File: src/rtl/slot_reel_engine.sv
// slot_reel_engine: LFSR-seeded multi-reel spinner with staggered stop and registered win flags
module slot_reel_engine #(
  parameter int NUM_REELS = 3,
  parameter int DIGIT_W = 3,
  parameter int LFSR_W = 16,
  parameter logic [LFSR_W-1:0] SEED = 16'hACE1,
  parameter int SPIN_DIV = 4,
  parameter int STOP_GAP = 30,
  parameter int AUTO_STOP = 600
) (
  input  logic                         clk,
  input  logic                         clr,
  input  logic                         tick_en,
  input  logic                         spin,
  input  logic                         stop,
  output logic [NUM_REELS*DIGIT_W-1:0] reel_digits,
  output logic [NUM_REELS-1:0]         reel_spinning,
  output logic                         busy,
  output logic                         result_valid,
  output logic                         win_all,
  output logic                         win_pair
);
  localparam int SW = $clog2(SPIN_DIV + 1);
  localparam int AW = $clog2(AUTO_STOP + 2);
  localparam int GW = $clog2(NUM_REELS * STOP_GAP + 2);
  typedef enum logic [1:0] {IDLE, SPIN, STOPPING, RESULT} state_t;
  state_t state_q, state_d;
  logic [LFSR_W-1:0] lfsr_q, lfsr_d;
  logic [NUM_REELS*DIGIT_W-1:0] digits_q, digits_d;
  logic [NUM_REELS-1:0] spinning_q, spinning_d;
  logic [SW-1:0] step_q, step_d;
  logic [AW-1:0] auto_q, auto_d;
  logic [GW-1:0] gap_q, gap_d;
  logic win_all_q, win_all_d, win_pair_q, win_pair_d;
  logic fb, tick_step, auto_hit, all_eq, any_eq;
  if (LFSR_W == 32) begin : g_l32
    assign fb = lfsr_q[31] ^ lfsr_q[21] ^ lfsr_q[1] ^ lfsr_q[0];
  end else if (LFSR_W == 24) begin : g_l24
    assign fb = lfsr_q[23] ^ lfsr_q[22] ^ lfsr_q[21] ^ lfsr_q[16];
  end else begin : g_l16
    assign fb = lfsr_q[15] ^ lfsr_q[13] ^ lfsr_q[12] ^ lfsr_q[10];
  end
  // Compare the frozen digits: all equal to reel 0, or any pair equal
  always_comb begin
    all_eq = 1'b1;
    any_eq = 1'b0;
    for (int i = 0; i < NUM_REELS; i++)
      for (int j = i + 1; j < NUM_REELS; j++) begin
        if (digits_q[i*DIGIT_W +: DIGIT_W] == digits_q[j*DIGIT_W +: DIGIT_W]) any_eq = 1'b1;
        if (i == 0 && digits_q[j*DIGIT_W +: DIGIT_W] != digits_q[0 +: DIGIT_W]) all_eq = 1'b0;
      end
  end
  // Next-state: reel stepping, spin load, stop staggering and result capture
  always_comb begin
    state_d = state_q;
    lfsr_d = {lfsr_q[LFSR_W-2:0], fb};
    digits_d = digits_q;
    spinning_d = spinning_q;
    step_d = step_q;
    auto_d = auto_q;
    gap_d = gap_q;
    win_all_d = win_all_q;
    win_pair_d = win_pair_q;
    tick_step = tick_en && int'(step_q) == SPIN_DIV - 1;
    auto_hit = AUTO_STOP != 0 && tick_en && int'(auto_q) == AUTO_STOP - 1;
    if (state_q == SPIN || state_q == STOPPING) begin
      if (tick_en) step_d = tick_step ? '0 : step_q + 1'b1;
      for (int i = 0; i < NUM_REELS; i++)
        if (tick_step && spinning_q[i]) digits_d[i*DIGIT_W +: DIGIT_W] = digits_q[i*DIGIT_W +: DIGIT_W] + 1'b1;
    end
    if ((state_q == IDLE || state_q == RESULT) && spin) begin
      state_d = SPIN;
      digits_d = lfsr_q[NUM_REELS*DIGIT_W-1:0];
      spinning_d = '1;
      step_d = '0;
      auto_d = '0;
      gap_d = '0;
      win_all_d = 1'b0;
      win_pair_d = 1'b0;
    end else if (state_q == SPIN) begin
      if (tick_en) auto_d = auto_q + 1'b1;
      if (stop || auto_hit) begin
        state_d = STOPPING;
        gap_d = '0;
        for (int i = 0; i < NUM_REELS; i++)
          if (i * STOP_GAP == 0) spinning_d[i] = 1'b0;
      end
    end else if (state_q == STOPPING) begin
      if (spinning_q == '0) begin
        state_d = RESULT;
        win_all_d = all_eq;
        win_pair_d = any_eq && !all_eq;
      end else begin
        if (tick_en) gap_d = gap_q + 1'b1;
        for (int i = 0; i < NUM_REELS; i++)
          if (int'(gap_q) == i * STOP_GAP) spinning_d[i] = 1'b0;
      end
    end
  end
  // State register; clr aborts any spin and discards the result
  always_ff @(posedge clk or posedge clr)
    if (clr) begin
      state_q <= IDLE;
      lfsr_q <= SEED;
      digits_q <= '0;
      spinning_q <= '0;
      step_q <= '0;
      auto_q <= '0;
      gap_q <= '0;
      win_all_q <= 1'b0;
      win_pair_q <= 1'b0;
    end else begin
      state_q <= state_d;
      lfsr_q <= lfsr_d;
      digits_q <= digits_d;
      spinning_q <= spinning_d;
      step_q <= step_d;
      auto_q <= auto_d;
      gap_q <= gap_d;
      win_all_q <= win_all_d;
      win_pair_q <= win_pair_d;
    end
  assign reel_digits = digits_q;
  assign reel_spinning = spinning_q;
  assign busy = state_q == SPIN || state_q == STOPPING;
  assign result_valid = state_q == RESULT;
  assign win_all = win_all_q;
  assign win_pair = win_pair_q;
endmodule

File: config.mk
export PLATFORM = sky130hd
export DESIGN_NAME = slot_reel_engine
export DESIGN_NICKNAME = d
export VERILOG_FILES = /design/src/rtl/slot_reel_engine.sv
export SDC_FILE = /design/constraint.sdc
export NUM_CORES = 1
export LEC_CHECK = 0
export ABC_AREA = 1
export BUFFER_PORTS_ARGS = -buffer_cell sky130_fd_sc_hd__buf_4
export CAP_MARGIN = 20
export CORE_UTILIZATION = 43
export CTS_CLUSTER_SIZE = 8
export DETAILED_ROUTE_END_ITERATION = 16
export SLEW_MARGIN = 10
export SYNTH_ARGS = -nofsm -noshare
export SYNTH_HDL_FRONTEND = slang
export SYNTH_SLANG_ARGS = --single-unit
export TNS_END_PERCENT = 1
File: constraint.sdc
create_clock -name clk -period 2 [get_ports clk]
set_clock_uncertainty 0.2 [all_clocks]
set_input_delay 0.6 -clock clk [delete_from_list [all_inputs] [get_ports clk]]
set_output_delay 0.6 -clock clk [all_outputs]
set_load 0.01 [all_outputs]
-- Word level (Yosys, flattened, before mapping)
Index checks and enable logic that the tools add are counted.
- register bits: 52
- bits in latches: 0
- RAM bits: 0
- bits in read-only memories: 0
- input port bits: 5
- output and inout bits: 16
- memories kept: 0
- $add $sub $neg: 6
- $mul: 0
- div/mod/pow operators: 0
- $lt $le $gt $ge: 0
- eq/ne operators: 16
- shift operators: 0
- mux-type cells: 45
- bitwise gates (word level): 3
- reductions and logical operators: 39
- operators by type and width (operator ; count):
    $mux 7 ; 6
    $mux 10 ; 3
    $mux 3 ; 10
    $reduce_bool 2->1 ; 10
    $mux 1 ; 18
    $mux 9 ; 2
    $reduce_and 4->1 ; 4
    $add 3x1->3 const B ; 4
    $mux 2 ; 6
    $reduce_bool 3->1 ; 4
    $add 10x1->10 const B ; 1
    $eq 10x10->1 const B ; 1
    $reduce_and 2->1 ; 5
    $eq 3x3->1 ; 3
    $add 7x1->7 const B ; 1
    $eq 7x6->1 const B ; 1
    $eq 7x7->1 const B ; 1
    $logic_and 1x1->1 ; 7
    $logic_not 7->1 ; 1
    $ne 3x3->1 ; 2
    $reduce_and 3->1 ; 2
    $eq 2x2->1 const B ; 2
    $eq 3x3->1 const B ; 1
    $logic_not 3->1 ; 1
    9 further kinds ; 13

-- Longest topological paths before layout
- depth after elaboration: 9
- depth in mapped cells: 9

-- Worst setup path before layout
Ideal clock, no wire load.
- kind: reg-to-reg
- start point: register state_q[0]
- end point: register gap_q[3]
- setup time: 0.118 ns
- arrival time: 1.476 ns
- required time: 1.682 ns
- setup slack: 0.205 ns
- stages on the path, launching flop included: 9
- clock period less this slack: 1.795 ns
- cell sequence: dfrtp_1 -> inv_1 -> ha_1 -> inv_1 -> nor2_1 -> inv_1 -> nand3_4 -> nand2_1 -> nand2_1
- cells in the longest elaborated chain, start to end: 5
- elaborated cells between the ends (all ways): 13
- ends and longest elaborated chain (element ; line ; source):
    start: declaration ; 27 ; state_t state_q, state_d;
    start signal: assignment ; 113 ; state_q <= state_d;
    $eq 2x2->1 / $logic_not 2->1 (equally long branches) ; 71 ; if ((state_q == IDLE || state_q == RESULT) && spin) begin
    $logic_or 1x1->1 ; 71 ;
    $logic_and 1x1->1 ; 71 ;
    $ne 3x3->1 (no line), or another cell as far along ; n/a ;
    $reduce_and 4->1 (no line) ; n/a ;
    end signal: assignment ; 119 ; gap_q <= gap_d;
    end: declaration ; 33 ; logic [GW-1:0] gap_q, gap_d;
Parallel ways exist; a longest one is shown, timed or not.
A chain may end at the register's enable or synchronous reset.

-- Worst setup path in the final report
- start point: register state_q[1]
- end point: output busy
- cells in the longest elaborated chain, start to end: 2
- elaborated cells between the ends (all ways): 3
- ends and longest elaborated chain (element ; line ; source):
    $eq 2x1->1 / $eq 2x2->1 (equally long branches) ; 125 ; assign busy = state_q == SPIN || state_q == STOPPING;
    $logic_or 1x1->1 (*) ; 125 ;
    end: declaration ; 18 ; output logic busy,
Mark *: on every way between the ends. The rest lies on a longest branch, timed or not.

==> results.sh <==
export IMPL_status="complete, but fails checks"
export IMPL_failed_checks="setup timing"
export IMPL_grt_max_degree=31
export IMPL_drt_total_wl_mm=5.823
export IMPL_core_um2=6096
export IMPL_seq_power_share_pct=33.4
export IMPL_setup_tns_final_ns=-0.01604
export IMPL_reg2reg_to="gap_q[2]"
export IMPL_wl_per_cell_um=12.85
export IMPL_die_area_um2=6821
export IMPL_cts_root_buf="clkbuf_8"
export IMPL_arrival_ns=1.22
export IMPL_ys_warnings_count=0
export IMPL_worst_pin_slew_ns=0.3862
export IMPL_holdBufCountCts=0
export IMPL_syn_num_nets=358
export IMPL_max_vdd_ir_drop_uv=857.7
export IMPL_path_clk_slew_ns=0.10
export IMPL_crit_path_end="busy"
export IMPL_n_antenna_cell=0
export IMPL_rows=28
export IMPL_fin_hold_ws_ns=0.1334
export IMPL_first_pass_iters=4
export IMPL_antenna_found_initial=0
export IMPL_drc_errors=0
export IMPL_synthArstFlopShare_pct=100.0
export IMPL_synth_avg_cell_area_um2=8.190
export IMPL_cts_tree="done"
export IMPL_rsz0062_at_grt="yes"
export IMPL_synth_area_top_cells="dfrtp_1 (39%), nand2_1 (13%), dfstp_2 (7.5%), inv_1 (5.9%), ha_1 (5.4%)"
export IMPL_pwr_share_clk_pct=14.2
export IMPL_hpwl_mm=4.187
export IMPL_swShare_pct=44.88
export IMPL_ys_seq_area_share_pct=46.95
export IMPL_synthesis_area_um2=2793
export IMPL_rrSetupSlack_ns=0.09
export IMPL_p_int_mw=2.500
export IMPL_netSwitchingPower_mw=2.036
export IMPL_endpoint_kind="primary output"
export IMPL_cap_viol_max_count=0
export IMPL_path_class="flop to primary output"
export IMPL_cts_sinks=52
export IMPL_drive_above_1_share_pct=17.72
export IMPL_crit_fanout=2
export IMPL_io_pins=21
export IMPL_ys_types=34
export IMPL_reg2reg_from="state_q[1]"
export IMPL_htreeDepth=2
export IMPL_clockBufferDepth=2
export IMPL_io_buffer_count=20
export IMPL_place_area_um2=3090
export IMPL_synth_top_cell_by_area="dfrtp_1"
export IMPL_synth_seq_cells=52
export IMPL_routed_via_density=5.088
export IMPL_layout_setup_ws_ns=-0.01604
export IMPL_initial_core_util_pct=45.81
export IMPL_numCtsBuffers=5
export IMPL_leakagePower_nw=1.614
export IMPL_clk_latency_ns=0.32
export IMPL_grt_pass1_wl_mm=9.853
export IMPL_cp_startpoint="state_q[1]"
export IMPL_die_h_um=82.59
export IMPL_finalSetupViolCount=1
export IMPL_grt_util_all_layers_pct=19.40
export IMPL_synth_edf_count=0
export IMPL_gp_congestion=0.8705
export IMPL_holdCritPathClass="input pin to asynchronous set/reset pin"
export IMPL_p_per_area_nw_per_um2=1393
export IMPL_r2r_cells=9
export IMPL_finalHoldViolations=0
export IMPL_fmax_mhz=496.0
export IMPL_die_w_um=82.59
export IMPL_ys_flop_type="dfrtp_1"
export IMPL_syn_inst=341
export IMPL_syn_to_final_growth_pct=16.62
export IMPL_fin_area_um2=3257
export IMPL_grt_pass1_vias=2123
export IMPL_p_comb_share_pct=52.4
export IMPL_nFillCells=595
export IMPL_final_util_pct=53.43
export IMPL_fin_crit_sh_pct=100.8
export IMPL_power_mw=4.536
export IMPL_synth_top_area_share_pct=39.43
export IMPL_critPathLaunchType="flop"
export IMPL_min_period_ns=2.016
export IMPL_drtIter0Drc=96
export IMPL_grt_overflow_total=0
export IMPL_final_antenna_net_count=0
export IMPL_maxSlewViolCount=0
export IMPL_slew_headroom_pct=74.25
export IMPL_fin_nets=394
export IMPL_num_vias=2305
export IMPL_required_ns=1.20
[power by group through the flow]
stage	clock (mW)	sequential (mW)	combinational (mW)
2_1_floorplan	0	1.54	1.47
3_3_place_gp	0	1.53	2.15
3_5_place_dp	0	1.54	2.18
4_1_cts	0.670	1.52	2.34
5_1_grt	0.713	1.55	2.71
6_report	0.643	1.52	2.38
[synthesized netlist by cell type, types with 2 or more instances]
cell type / count
buf_2: 2
a21oi_1: 6
nand4_1: 13
nand3_1: 23
o21ai_2: 4
nor2_1: 33
o21ai_1: 3
a31oi_1: 2
ha_1: 12
nand3_4: 2
xnor2_1: 9
nand2_1: 93
dfstp_2: 8
o21ai_0: 16
inv_2: 3
dfrtp_1: 44
nor3_1: 6
nand2_2: 2
xor2_1: 2
inv_1: 44
[routing by layer]
metal  vias up  wire length, um  track usage, %
li1       1176                -               -
met5         -                0               0
met2        47             2602           30.58
met1      1074             2889           26.05
met4         0               60           6.034
met3         8              271           5.055
[state kept, by name (all words and copies together) (netlist names)]
name / cells
lfsr_q: 16
auto_q: 10
reel_digits: 9
gap_q: 7
reel_spinning: 3
step_q: 3
state_q: 2
win_all: 1
win_pair: 1
[cells in the final DEF, fill, tap and decap left out]
cell / Yosys / layout
nor3_4: 1 / 1
clkinvlp_4: 0 / 1
ha_4: 0 / 2
a211oi_1: 1 / 1
ha_1: 12 / 10
o211ai_1: 1 / 1
clkinv_4: 0 / 2
o21bai_1: 1 / 1
inv_6: 0 / 1
xor2_1: 2 / 2
a311oi_1: 1 / 1
nor2_1: 33 / 33
a22oi_1: 1 / 1
a31oi_1: 2 / 2
dfrtp_1: 44 / 44
o21ai_1: 3 / 3
nand2_2: 2 / 2
xnor2_1: 9 / 9
buf_6: 0 / 3
nand4_1: 13 / 13
o22ai_1: 1 / 1
inv_4: 1 / 3
o221ai_1: 1 / 1
buf_4: 1 / 29
dfstp_2: 8 / 8
nand3_4: 2 / 2
nand2_4: 1 / 1
o21a_1: 1 / 1
nor3_1: 6 / 6
o21ai_4: 1 / 2
nand2_1: 93 / 93
o21ai_2: 4 / 3
clkbuf_8: 0 / 5
inv_2: 3 / 2
o21ai_0: 16 / 16
mux2i_1: 1 / 1
a21oi_1: 6 / 6
nand3_1: 23 / 23
inv_1: 44 / 42
[cell type report]
cell class              count  area (um2)  share of cell area (%)
clock buffers               5       68.82                   2.113
clock inverters             3       26.28                  0.8068
inverters                  48       191.4                   5.878
multi-input cells         238        1314                   40.34
flip-flops and latches     52        1311                   40.26
well taps                  75       93.84                   2.881
repair buffers             32       251.5                   7.722
[per-stage QoR]
| step | setup WS [ns] | cells |
|---|---|---|
| after floorplan | 0.2052 | 341 |
| after global placement | 0.1185 | 442 |
| after detailed placement | 0.04730 | 442 |
| after CTS | -0.007025 | 453 |
| after global routing | -0.05180 | 453 |
| final | -0.01604 | 453 |
[cells by family after synthesis]
family	synth area share [%]
AND/OR/NAND/NOR	27.73
AO/OA/AOI/OAI	8.961
flip-flops	46.95
buffers and inverters	7.169
XOR/XNOR	3.450
multiplexers	0.3584
adder cells (fa/ha/maj)	5.376
[worst max-delay path: stages (launching register included)]
cell	delay, ns
dfrtp_1	0.44
ha_4	0.30
inv_4	0.04
buf_6	0.11
[worst min-delay path by stage]
stage                    from          to  slack [ns]  cells after the start
finish                    clr   auto_q[5]        0.13                      3
global route              clr   auto_q[5]        0.14                      3
CTS                       clr   auto_q[5]        0.14                      3
detailed placement  lfsr_q[9]  lfsr_q[10]        0.14                      0
global placement    lfsr_q[9]  lfsr_q[10]        0.14                      0
floorplan           lfsr_q[9]  lfsr_q[10]        0.13                      0
[what timing repair did]
action                     CTS  global route
setup buffers                3             0
pin swaps                    1             1
resized for setup            8             3
setup endpoints to repair    2            12
No activity file was read; power rests on OpenSTA's default activity.
